**src/rtl/seq_divider.sv**
```systemverilog
// Multi-cycle restoring divider, one quotient bit per clock, start/busy/done handshake.
// Optional two's-complement mode enabled by defining SEQ_DIVIDER_SIGNED_EN.
module seq_divider #(
    parameter int unsigned WIDTH = 8
) (
    input  logic             clk,
    input  logic             rst_n,
    input  logic             start,
    input  logic [WIDTH-1:0] dividend,
    input  logic [WIDTH-1:0] divisor,
    output logic             busy,
    output logic             done,
    output logic [WIDTH-1:0] quotient,
    output logic [WIDTH-1:0] remainder,
    output logic             div_by_zero
);

    localparam int unsigned CNT_W = $clog2(WIDTH);

`ifdef SEQ_DIVIDER_SIGNED_EN
    typedef enum logic [1:0] {IDLE, CALC, FIX, DONE} state_t;
`else
    typedef enum logic [1:0] {IDLE, CALC, DONE} state_t;
`endif

    state_t           state, state_nxt;
    logic [WIDTH-1:0] acc, acc_nxt;
    logic [WIDTH-1:0] dvd, dvd_nxt;
    logic [WIDTH-1:0] dsr, dsr_nxt;
    logic [CNT_W-1:0] cnt, cnt_nxt;
    logic             busy_nxt, done_nxt, dbz_nxt;
    logic [WIDTH-1:0] quotient_nxt, remainder_nxt;
    logic [WIDTH-1:0] mag_dividend, mag_divisor;

    // Shift-and-subtract step: {acc,dvd} << 1, trial subtract at WIDTH+1 bits
    logic [WIDTH:0]   shifted, trial;
    logic             borrow;
    logic [WIDTH-1:0] acc_iter, dvd_iter;

    assign shifted  = {acc, dvd[WIDTH-1]};
    assign trial    = shifted - {1'b0, dsr};
    assign borrow   = trial[WIDTH];
    assign acc_iter = borrow ? shifted[WIDTH-1:0] : trial[WIDTH-1:0];
    assign dvd_iter = {dvd[WIDTH-2:0], ~borrow};

`ifdef SEQ_DIVIDER_SIGNED_EN
    logic q_neg, q_neg_nxt, r_neg, r_neg_nxt;

    assign mag_dividend = dividend[WIDTH-1] ? -dividend : dividend;
    assign mag_divisor  = divisor[WIDTH-1]  ? -divisor  : divisor;
`else
    assign mag_dividend = dividend;
    assign mag_divisor  = divisor;
`endif

    always_ff @(posedge clk or negedge rst_n) begin
        if (!rst_n) begin
            state       <= IDLE;
            acc         <= '0;
            dvd         <= '0;
            dsr         <= '0;
            cnt         <= '0;
            busy        <= 1'b0;
            done        <= 1'b0;
            quotient    <= '0;
            remainder   <= '0;
            div_by_zero <= 1'b0;
`ifdef SEQ_DIVIDER_SIGNED_EN
            q_neg       <= 1'b0;
            r_neg       <= 1'b0;
`endif
        end else begin
            state       <= state_nxt;
            acc         <= acc_nxt;
            dvd         <= dvd_nxt;
            dsr         <= dsr_nxt;
            cnt         <= cnt_nxt;
            busy        <= busy_nxt;
            done        <= done_nxt;
            quotient    <= quotient_nxt;
            remainder   <= remainder_nxt;
            div_by_zero <= dbz_nxt;
`ifdef SEQ_DIVIDER_SIGNED_EN
            q_neg       <= q_neg_nxt;
            r_neg       <= r_neg_nxt;
`endif
        end
    end

    // Next-state and registered-output logic
    always_comb begin
        state_nxt     = state;
        acc_nxt       = acc;
        dvd_nxt       = dvd;
        dsr_nxt       = dsr;
        cnt_nxt       = cnt;
        busy_nxt      = busy;
        done_nxt      = 1'b0;
        quotient_nxt  = quotient;
        remainder_nxt = remainder;
        dbz_nxt       = div_by_zero;
`ifdef SEQ_DIVIDER_SIGNED_EN
        q_neg_nxt     = q_neg;
        r_neg_nxt     = r_neg;
`endif
        case (state)
            IDLE: begin
                if (start) begin
                    if (divisor == '0) begin
                        state_nxt     = DONE;
                        quotient_nxt  = '1;
                        remainder_nxt = dividend;
                        dbz_nxt       = 1'b1;
                    end else begin
                        state_nxt = CALC;
                        acc_nxt   = '0;
                        dvd_nxt   = mag_dividend;
                        dsr_nxt   = mag_divisor;
                        cnt_nxt   = CNT_W'(WIDTH - 1);
                        busy_nxt  = 1'b1;
`ifdef SEQ_DIVIDER_SIGNED_EN
                        q_neg_nxt = dividend[WIDTH-1] ^ divisor[WIDTH-1];
                        r_neg_nxt = dividend[WIDTH-1];
`endif
                    end
                end
            end
            CALC: begin
                acc_nxt = acc_iter;
                dvd_nxt = dvd_iter;
                cnt_nxt = cnt - 1'b1;
                if (cnt == '0) begin
`ifdef SEQ_DIVIDER_SIGNED_EN
                    state_nxt     = FIX;
`else
                    state_nxt     = DONE;
                    busy_nxt      = 1'b0;
                    quotient_nxt  = dvd_iter;
                    remainder_nxt = acc_iter;
                    dbz_nxt       = 1'b0;
`endif
                end
            end
`ifdef SEQ_DIVIDER_SIGNED_EN
            // Reapply signs to the magnitude results; truncation toward zero
            FIX: begin
                state_nxt     = DONE;
                busy_nxt      = 1'b0;
                quotient_nxt  = q_neg ? -dvd : dvd;
                remainder_nxt = r_neg ? -acc : acc;
                dbz_nxt       = 1'b0;
            end
`endif
            DONE: begin
                state_nxt = IDLE;
                done_nxt  = 1'b1;
            end
            default: state_nxt = IDLE;
        endcase
    end

endmodule

```
**config.mk**
```make
export PLATFORM = sky130hd
export DESIGN_NAME = seq_divider
export DESIGN_NICKNAME = d
export VERILOG_FILES = /design/src/rtl/seq_divider.sv
export SDC_FILE = /design/constraint.sdc
export NUM_CORES = 1
export LEC_CHECK = 0
export CORE_ASPECT_RATIO = 1.5
export CORE_MARGIN = 2
export CORE_UTILIZATION = 55
export CTS_CLUSTER_SIZE = 14
export DETAILED_ROUTE_END_ITERATION = 10
export GPL_ROUTABILITY_DRIVEN = 0
export PLACE_DENSITY_LB_ADDON = 0.12
export SLEW_MARGIN = 20
export SYNTH_ARGS = -nofsm -noshare
export SYNTH_HDL_FRONTEND = slang
export SYNTH_SLANG_ARGS = --single-unit
```
**constraint.sdc**
```tcl
create_clock -name clk -period 3.5 [get_ports clk]
set_input_delay 0.525 -clock clk [delete_from_list [all_inputs] [get_ports clk]]
set_output_delay 0.525 -clock clk [all_outputs]
set_load 0.03 [all_outputs]
```
; Word-level counts from Yosys, hierarchy flattened
; Index checks and enable logic that the tools add are counted.
[word_totals]
register_bits = 48
input_bits = 19
output_inout_bits = 19
elab_cells = 59
[op_classes]
n_addsub = 2
eq_ne = 6
n_mux = 30
bitwise_logic = 2
n_reduce_logical = 9
[ops]
columns = operator, n
row1 = 2-to-1 mux 8 bit, 11
row2 = one-hot mux 8 bit (2 select lines), 4
row3 = subtractor 9 x 8 -> 9 bit, 1
row4 = zero test 8 bit, 1
row5 = inequality test 2 bit (second input constant), 4
row6 = AND reduction 4 bit, 2
row7 = 2-to-1 mux 1 bit, 6
row8 = 2-to-1 mux 2 bit, 3
row9 = 2-to-1 mux 3 bit, 2
row10 = one-hot mux 3 bit (2 select lines), 1
row11 = AND reduction 3 bit, 2
row12 = one-hot mux 1 bit (2 select lines), 2
row13 = one-hot mux 2 bit (2 select lines), 1
row14 = zero test 3 bit, 1
row15 = subtractor 3 x 1 -> 3 bit (second input constant), 1
row16 = equality test 2 x 1 -> 1 bit (second input constant), 1
row17 = equality test 2 bit (second input constant), 1
row18 = zero test 2 bit, 1
row19 = NOT 1 bit, 2
row20 = AND reduction 2 bit, 1
row21 = nonzero test 2 bit, 1

; Longest topological paths before layout
; Gate-level depths: netlist of run 1.
[depth]
ltp_word = 4
ltp_mapped = 11
mapped_depth_nobuf = 10

; Worst setup path before layout of run 1
; OpenSTA, ideal clock, no wires.
[synth_timing]
path_type = reg-to-reg
start = register dvd[7]
end = register acc[4]
setup_time_ns = 0.119
t_arrival_ns = 2.204
slack_ns = 1.178
path_stages_with_launch = 12
path_buffers = 1
synth_period_minus_slack_ns = 2.322
path_cell_list = dfrtp_1 > inv_1 > ha_1 > inv_1 > fa_1 > a211oi_4 > nor3_2 > mux2i_2 > nand2_2 > buf_6 > mux2i_1 > a21o_2
[synth_via]
elab_chain_len = 3
[synth_rtl]
columns = item, line_no
row1 = "start, declared", 28  ; logic [WIDTH-1:0] dvd, dvd_nxt;
row2 = "start signal, assigned", 75  ; dvd <= dvd_nxt;
row3 = subtractor 9 x 8 -> 9 bit, 41  ; assign trial = shifted - {1'b0, dsr};
row4 = 2-to-1 mux 8 bit, 43  ; assign acc_iter = borrow ? shifted[WIDTH-1:0] : trial[WIDTH-1:0];
row5 = one-hot mux 8 bit (2 select lines), 106  ; case (state)
row6 = "end signal, assigned", 74  ; acc <= acc_nxt;
row7 = "end, declared", 27  ; logic [WIDTH-1:0] acc, acc_nxt;
; Every way passes these cells.
; A chain may end at the register's enable or synchronous reset.

; Worst setup path in the final report of run 1
[layout_timing]
start = register dvd[7]
end = register remainder[3]
[layout_via]
elab_chain_len = 4
[layout_rtl]
columns = item, line_no
row1 = subtractor 9 x 8 -> 9 bit, 41
row2 = 2-to-1 mux 8 bit, 43
row3 = 2-to-1 mux 8 bit, 132  ; if (cnt == '0) begin
row4 = one-hot mux 8 bit (2 select lines), 106
row5 = "end signal, assigned", 81  ; remainder <= remainder_nxt;
row6 = "end, declared", 14  ; output logic [WIDTH-1:0] remainder,
; Every way passes these cells. The select of a mux whose other input is x is not followed.

==> impl_metrics.yaml, run 1 <==
yosys:
  syn-instance-count: 251
  synth-simple-area-share: 0.127
  ys_seq_area_frac: 0.478
  syn_area_um2: 2510
  synth_top_family_by_area: "compound AO/OA/AOI/OAI gates"
  synth_edf_count: 0
  async_flop_share: 1.00
  synth-seq-cells: 48
  synth.avg_cell_area_um2: 10.0
  ys.flop_type: "dfrtp_1"
  synthAdderAreaFrac: 0.0577
  synthDistinctLibCells: 50
  yosys_warnings: 0
  synthesis.nets: 281
  synth_mux_area_frac: 0.0358
  synth-xor-area-share: 0.00697
  synth-compound-area-share: 0.231
clock_tree:
  root_buffer: "clkbuf_8"
  cts.sinks: 48
  cts_buffer_depth: 2
  cts_max_level: 2
  clk_pin_slew_ns: 0.09
  cts_tree: "done"
  cts_hold_buffers: 0
  clk_latency_ns: 0.31
  cts_post_setup_buffers_inserted: 0
  cts_resized: 0
  numCtsBuffers: 5
worst_setup_path:
  cp-start-kind: "flip-flop"
  path_class: "flip-flop to flip-flop"
  arrival_ns: 2.98
  cp_max_fo: 11
  reg2reg_depth: 10
  endpoint_kind: "flip-flop"
  crit_family: "multiplexers"
  cp_data_required_time_ns: 3.73
  cp_slowest_cell: "fa_1"
  timing.critical_path.mode_cell: "inv_1"
  cp_slowest_stage_delay_ns: 0.44
  worst-path-buf-inv: 2
  crit_path_cell_trace: "inv_1, ha_1, inv_1, fa_1, a211oi_4, nor3_2, mux2i_2, nand2_2, mux2_4, a31oi_1"
  cp.depth: 10
timing:
  rsz0062_at_grt: "no"
  setup_slack_ns: 0.753
  fin_crit_ns: 2.75
  fin_crit_sh: 0.785
  fin_skew_ns: 0.00942
  maxSlewHeadroom: 0.519
  final_hold_viol_count: 0
  report.final.slew_viol_count: 0
  worstMarginPinSlew_ns: 0.722
  finalSetupViolCount: 0
  setup_tns_ns: 0
  fmax_ghz: 0.364
routing:
  drc_errors: 0
  first_pass_iters: 4
  routed_wl_mm: 5.51
  post_drt_via_cell_ratio: 5.84
  drtAntennaViolNets: 0
  vias: 1969
  wl_per_cell_um: 16.3
  drtIter0Drc: 91
power:
  intPower_w: 0.00192
  switching_share: 0.437
  power.total_w: 0.00341
  power.switching_w: 0.00149
  power_frac_seq: 0.285
  ir_worst_vdd_uv: 794
  power_frac_clock: 0.130
  combPwrFrac: 0.585
  power_density_nw_per_um2: 1130
  p_leak_nw: 1.36
final_layout:
  final_layout_size_suffix_gt1_frac: 0.104
  num-fill-cells: 373
  nets: 318
  insertedDiodeCount: 0
  syn_to_final_growth_pct: 20.3
  final_cells: 337
  design_area_um2: 3030
global_routing:
  grt_max_degree: 49
  antenna_found_initial: 0
  grt_usage: 0.229
  grt_overflow: 0
  grt_pass1_vias: 1981
  grt_pass1_wl_mm: 8.93
job:
  maxCapViolCount: 0
status:
  status: "complete, no violations"
placed_design:
  place_area_um2: 2900
  port_buffers: 37
  dp_hpwl_mm: 3.94
  post-place-ws_ns: 0.768
  place_inst: 329
floorplan:
  fp.dieW_um: 59.2
  die_area_um2: 5140
  coreArea_um2: 4470
  pin_count: 38
  start_util: 0.563
  core.rowCount: 30
  die_h_um: 86.8
worst_hold_path:
  min_path_type: "input pin to asynchronous set/reset pin"
## area by class of cell
type / count / area, um^2 / share of cell area
repair buffers: 40 / 390 / 0.129
flip-flops and latches: 48 / 1200 / 0.397
clock inverters: 1 / 30.0 / 0.00992
inverters: 25 / 93.8 / 0.0310
clock buffers: 7 / 96.3 / 0.0318
well taps: 48 / 60.1 / 0.0198
multi-input cells: 168 / 1150 / 0.382
## cells in the mapped netlist (all sizes together), types with 2 or more instances
cell type,count,area share
dfrtp,48,0.48
nand2,32,0.049
inv,25,0.037
o21ai,24,0.048
nor2,13,0.019
a21oi,12,0.025
o22a,11,0.039
ha,10,0.050
a222oi,7,0.028
a21o,6,0.019
clkbuf,6,0.013
mux2i,6,0.025
a31oi,5,0.012
nand3,5,0.0099
buf,4,0.013
a22oi,2,0.0060
and2,2,0.0050
mux2,2,0.010
nand2b,2,0.0050
nand4,2,0.0050
nor2b,2,0.0050
nor4,2,0.0099
o21a,2,0.0060
o21bai,2,0.0060
or2,2,0.0050
or3,2,0.0050
## flip-flops by register name, indices dropped and copies added (netlist names)
name / count
done: 1
dsr: 8
remainder: 8
busy: 1
cnt: 3
state: 2
dvd: 8
acc: 8
div_by_zero: 1
quotient: 8
## layout by cell type, fill, tap and decap left out, types with 4 or more instances in the layout
master | Yosys | layout
clkdlybuf4s50_1 | 0 | 36
inv_1 | 25 | 25
dfrtp_1 | 48 | 48
o21ai_0 | 23 | 23
ha_1 | 10 | 10
buf_4 | 0 | 4
clkbuf_8 | 1 | 7
nand2_1 | 31 | 31
a31oi_1 | 5 | 5
a21o_1 | 4 | 4
nand3_1 | 5 | 5
a21oi_1 | 11 | 11
o22a_1 | 10 | 10
mux2i_1 | 5 | 5
nor2_1 | 13 | 13
a222oi_1 | 7 | 7
## worst paths after layout
path,from,to,slack [ns]
max reg2reg,dvd[7]$_DFFE_PN0P_,remainder[3]$_DFFE_PN0P_,0.75
max in group asynchronous,rst_n,dvd[5]$_DFFE_PN0P_,2.88
min,rst_n,dsr[1]$_DFFE_PN0P_,0.22
max,dvd[7]$_DFFE_PN0P_,remainder[3]$_DFFE_PN0P_,0.75
min in group clk,div_by_zero$_DFFE_PN0P_,div_by_zero$_DFFE_PN0P_,0.50
min reg2reg,div_by_zero$_DFFE_PN0P_,div_by_zero$_DFFE_PN0P_,0.50
## routing by layer
metal | up-vias | GRT usage | wire [um]
met4 | 0 | 0.0847 | 84
met1 | 954 | 0.277 | 2310
met3 | 6 | 0.0358 | 199
met2 | 42 | 0.400 | 2910
li1 | 967 | - | -
met5 | - | 0 | 0
## through the flow
stage / utilization / hold WS [ns]
2_1_floorplan: - / 0.229
3_3_place_gp: 0.649 / 0.481
3_5_place_dp: 0.649 / 0.487
4_1_cts: 0.677 / 0.435
5_1_grt: 0.678 / 0.268
6_report: 0.678 / 0.217
## cell families after synthesis
| logic type | after synthesis |
|---|---|
| AOI/OAI and AO/OA | 80 |
| and+or+nand+nor | 67 |
| DFF | 48 |
| buffers and inverters | 35 |
| adders and majority gates | 11 |
| muxes | 8 |
| xor gates and xnor gates | 2 |
## worst reg2reg max path, delay by kind of cell (launching register included)
family	cells	cell delay, ns
buffers and inverters	2	0.15
DFF	1	0.40
and+or+nand+nor	2	0.36
adders and majority gates	2	0.63
AOI/OAI and AO/OA	2	0.48
muxes	2	0.67
## power groups by stage
stage               combinational [W]  sequential, W  clock, W
floorplan                     0.00134        0.00113         0
global placement              0.00194       0.000979         0
detailed placement            0.00197       0.000982         0
CTS                           0.00200       0.000972  0.000445
global route                  0.00219        0.00100  0.000465
finish                        0.00200       0.000971  0.000442
(Power assumes the default switching activity.)
==> inputs of run 2 (changes only) <==
--- a/config.mk
+++ b/config.mk
@@ -7,7 +7,7 @@
 export LEC_CHECK = 0
 export CORE_ASPECT_RATIO = 1.5
 export CORE_MARGIN = 2
-export CORE_UTILIZATION = 55
+export CORE_UTILIZATION = 54
 export CTS_CLUSTER_SIZE = 14
 export DETAILED_ROUTE_END_ITERATION = 10
 export GPL_ROUTABILITY_DRIVEN = 0
==> constraint.sdc (replaced) <==
create_clock -name clk -period 2.8 [get_ports clk]
set_input_delay 0.42 -clock clk [delete_from_list [all_inputs] [get_ports clk]]
set_output_delay 0.42 -clock clk [all_outputs]
set_load 0.03 [all_outputs]
==> run 2 against run 1 <==
Non-clock buffer count increased by 6. Hold slack got worse by 0.15 ns. Design area increased by 0.58%. Highest routed layer unchanged. Cell count increased by 1.5%. Global-route usage increased by 0.92 points. Routed wire length increased by 2.2%. Clock-buffer cell count unchanged. Power increased by 24%. Worst setup slack got worse by 0.55 ns.
==> impl_metrics.yaml, run 2 (synthesis results as in run 1) <==
status:
  status: "complete, no violations"
final_layout:
  mostFrequentLayoutCells: "48 x dfrtp_1, 36 x clkdlybuf4s50_1, 31 x nand2_1, 25 x inv_1, 23 x o21ai_0"
  num-fill-cells: 366
  insertedDiodeCount: 0
  final_common_cell: "dfrtp_1"
  nets: 324
  final_layout_size_suffix_gt1_frac: 0.119
  seq_area_um2: 1200
  multi_input_area_um2: 1160
  syn_to_final_growth_pct: 21.0
routing:
  wl_per_cell_um: 16.5
  drtIter0Drc: 103
  first_pass_iters: 4
  drc_errors: 0
  routed_wl_mm: 5.63
  post_drt_via_cell_ratio: 5.87
  vias: 2009
  drtAntennaViolNets: 0
clock_tree:
  numCtsBuffers: 5
  cts_post_setup_buffers_inserted: 0
  cts.sinks: 48
  root_buffer: "clkbuf_8"
  clk_latency_ns: 0.31
  cts_max_level: 2
  cts_buffer_depth: 2
  clk_pin_slew_ns: 0.09
  cts_tree: "done"
worst_setup_path:
  cp_data_required_time_ns: 3.03
  arrival_ns: 2.83
  path_class: "flip-flop to flip-flop"
  cp-start-kind: "flip-flop"
  cp_max_fo: 11
  endpoint_kind: "flip-flop"
power:
  ir_worst_vdd_uv: 675
  power_density_nw_per_um2: 1380
  power.total_w: 0.00421
  p_leak_nw: 1.37
timing:
  rsz0062_at_grt: "no"
  fin_crit_ns: 2.60
  worstMarginPinSlew_ns: 0.497
  final_hold_viol_count: 0
  fmax_ghz: 0.385
  setup_tns_ns: 0
  maxSlewHeadroom: 0.669
  holdWs_ns: 0.0663
  fin_skew_ns: 0.0124
  finalSetupViolCount: 0
  report.final.slew_viol_count: 0
  fin_crit_sh: 0.928
floorplan:
  coreArea_um2: 4500
  fp.dieW_um: 59.7
  die_area_um2: 5230
  die_h_um: 87.6
  core.rowCount: 30
  pin_count: 38
  start_util: 0.558
placed_design:
  dp_hpwl_mm: 4.28
  port_buffers: 37
global_routing:
  grt_pass1_wl_mm: 9.40
  grt_max_degree: 29
  grt_usage: 0.238
  antenna_found_initial: 0
  grt_overflow: 0
  grt_pass1_vias: 1988
job:
  maxCapViolCount: 0
worst_hold_path:
  min_path_type: "input pin to asynchronous set/reset pin"
-- run 2: worst paths after layout --
| path | end | start | cells after the start | slack, ns |
|---|---|---|---|---|
| max | remainder[3]$_DFFE_PN0P_ | dvd[7]$_DFFE_PN0P_ | 10 | 0.20 |
| max reg2reg | remainder[3]$_DFFE_PN0P_ | dvd[7]$_DFFE_PN0P_ | 10 | 0.20 |
| min in group clk | div_by_zero$_DFFE_PN0P_ | div_by_zero$_DFFE_PN0P_ | 1 | 0.50 |
| min reg2reg | div_by_zero$_DFFE_PN0P_ | div_by_zero$_DFFE_PN0P_ | 1 | 0.50 |
| min | dsr[5]$_DFFE_PN0P_ | rst_n | 1 | 0.07 |
| max in group asynchronous | state[1]$_DFFE_PN0P_ | rst_n | 2 | 1.99 |
-- run 2: cell type report --
cell class                 instances  share of cell area
sequential                        48               0.395
clock buffer                       7              0.0316
timing repair buffer              46               0.142
tap                               48              0.0197
multi-input combinational        168               0.381
inverter                          25              0.0308
-- run 2: per-stage QoR --
step / util / cell area [um^2] / setup slack [ns] / cells
final: 0.676 / 3040 / 0.202 / 342
after global routing: 0.676 / 3040 / 0.0377 / 342
after CTS: 0.675 / 3040 / 0.167 / 342
after detailed placement: 0.653 / 2940 / 0.179 / 335
after global placement: 0.653 / 2940 / 0.263 / 335
after floorplan: - / 2510 / 0.478 / 251
-- run 2: routing by layer --
layer  vias to the layer above  routed length (um)  global-route usage  part of all wire
met1                       998                2450               0.303              0.43
met4                         0                  78              0.0788             0.014
li1                        970                   -                   -                 -
met5                         -                   0                   0                 0
met3                         7                 171              0.0340             0.030
met2                        34                2930               0.410              0.52
-- run 2: worst max-delay path: stages, from the launching register on --
cell and delay, ns:
dfrtp_1 0.38, inv_1 0.08, ha_1 0.19, inv_1 0.06
fa_1 0.43, a211oi_4 0.29, nor3_2 0.09, mux2i_2 0.32
nand2_4 0.19, mux2_4 0.34, a31oi_1 0.15
-- run 2: timing repair --
item / CTS / global route
endpoints found under the setup margin: 0 / 1
hold buffers: 0 / 0
resized for setup: 0 / 1
-- run 2: power by group --
| part | leakage [nW] | switching [W] | total [W] | internal, W |
|---|---|---|---|---|
| registers | 0.556 | 0.000204 | 0.00122 | 0.00101 |
| clock network | 0.0503 | 0.000228 | 0.000448 | 0.000220 |
| logic | 0.766 | 0.00144 | 0.00255 | 0.00111 |
| total | 1.37 | 0.00187 | 0.00421 | 0.00234 |
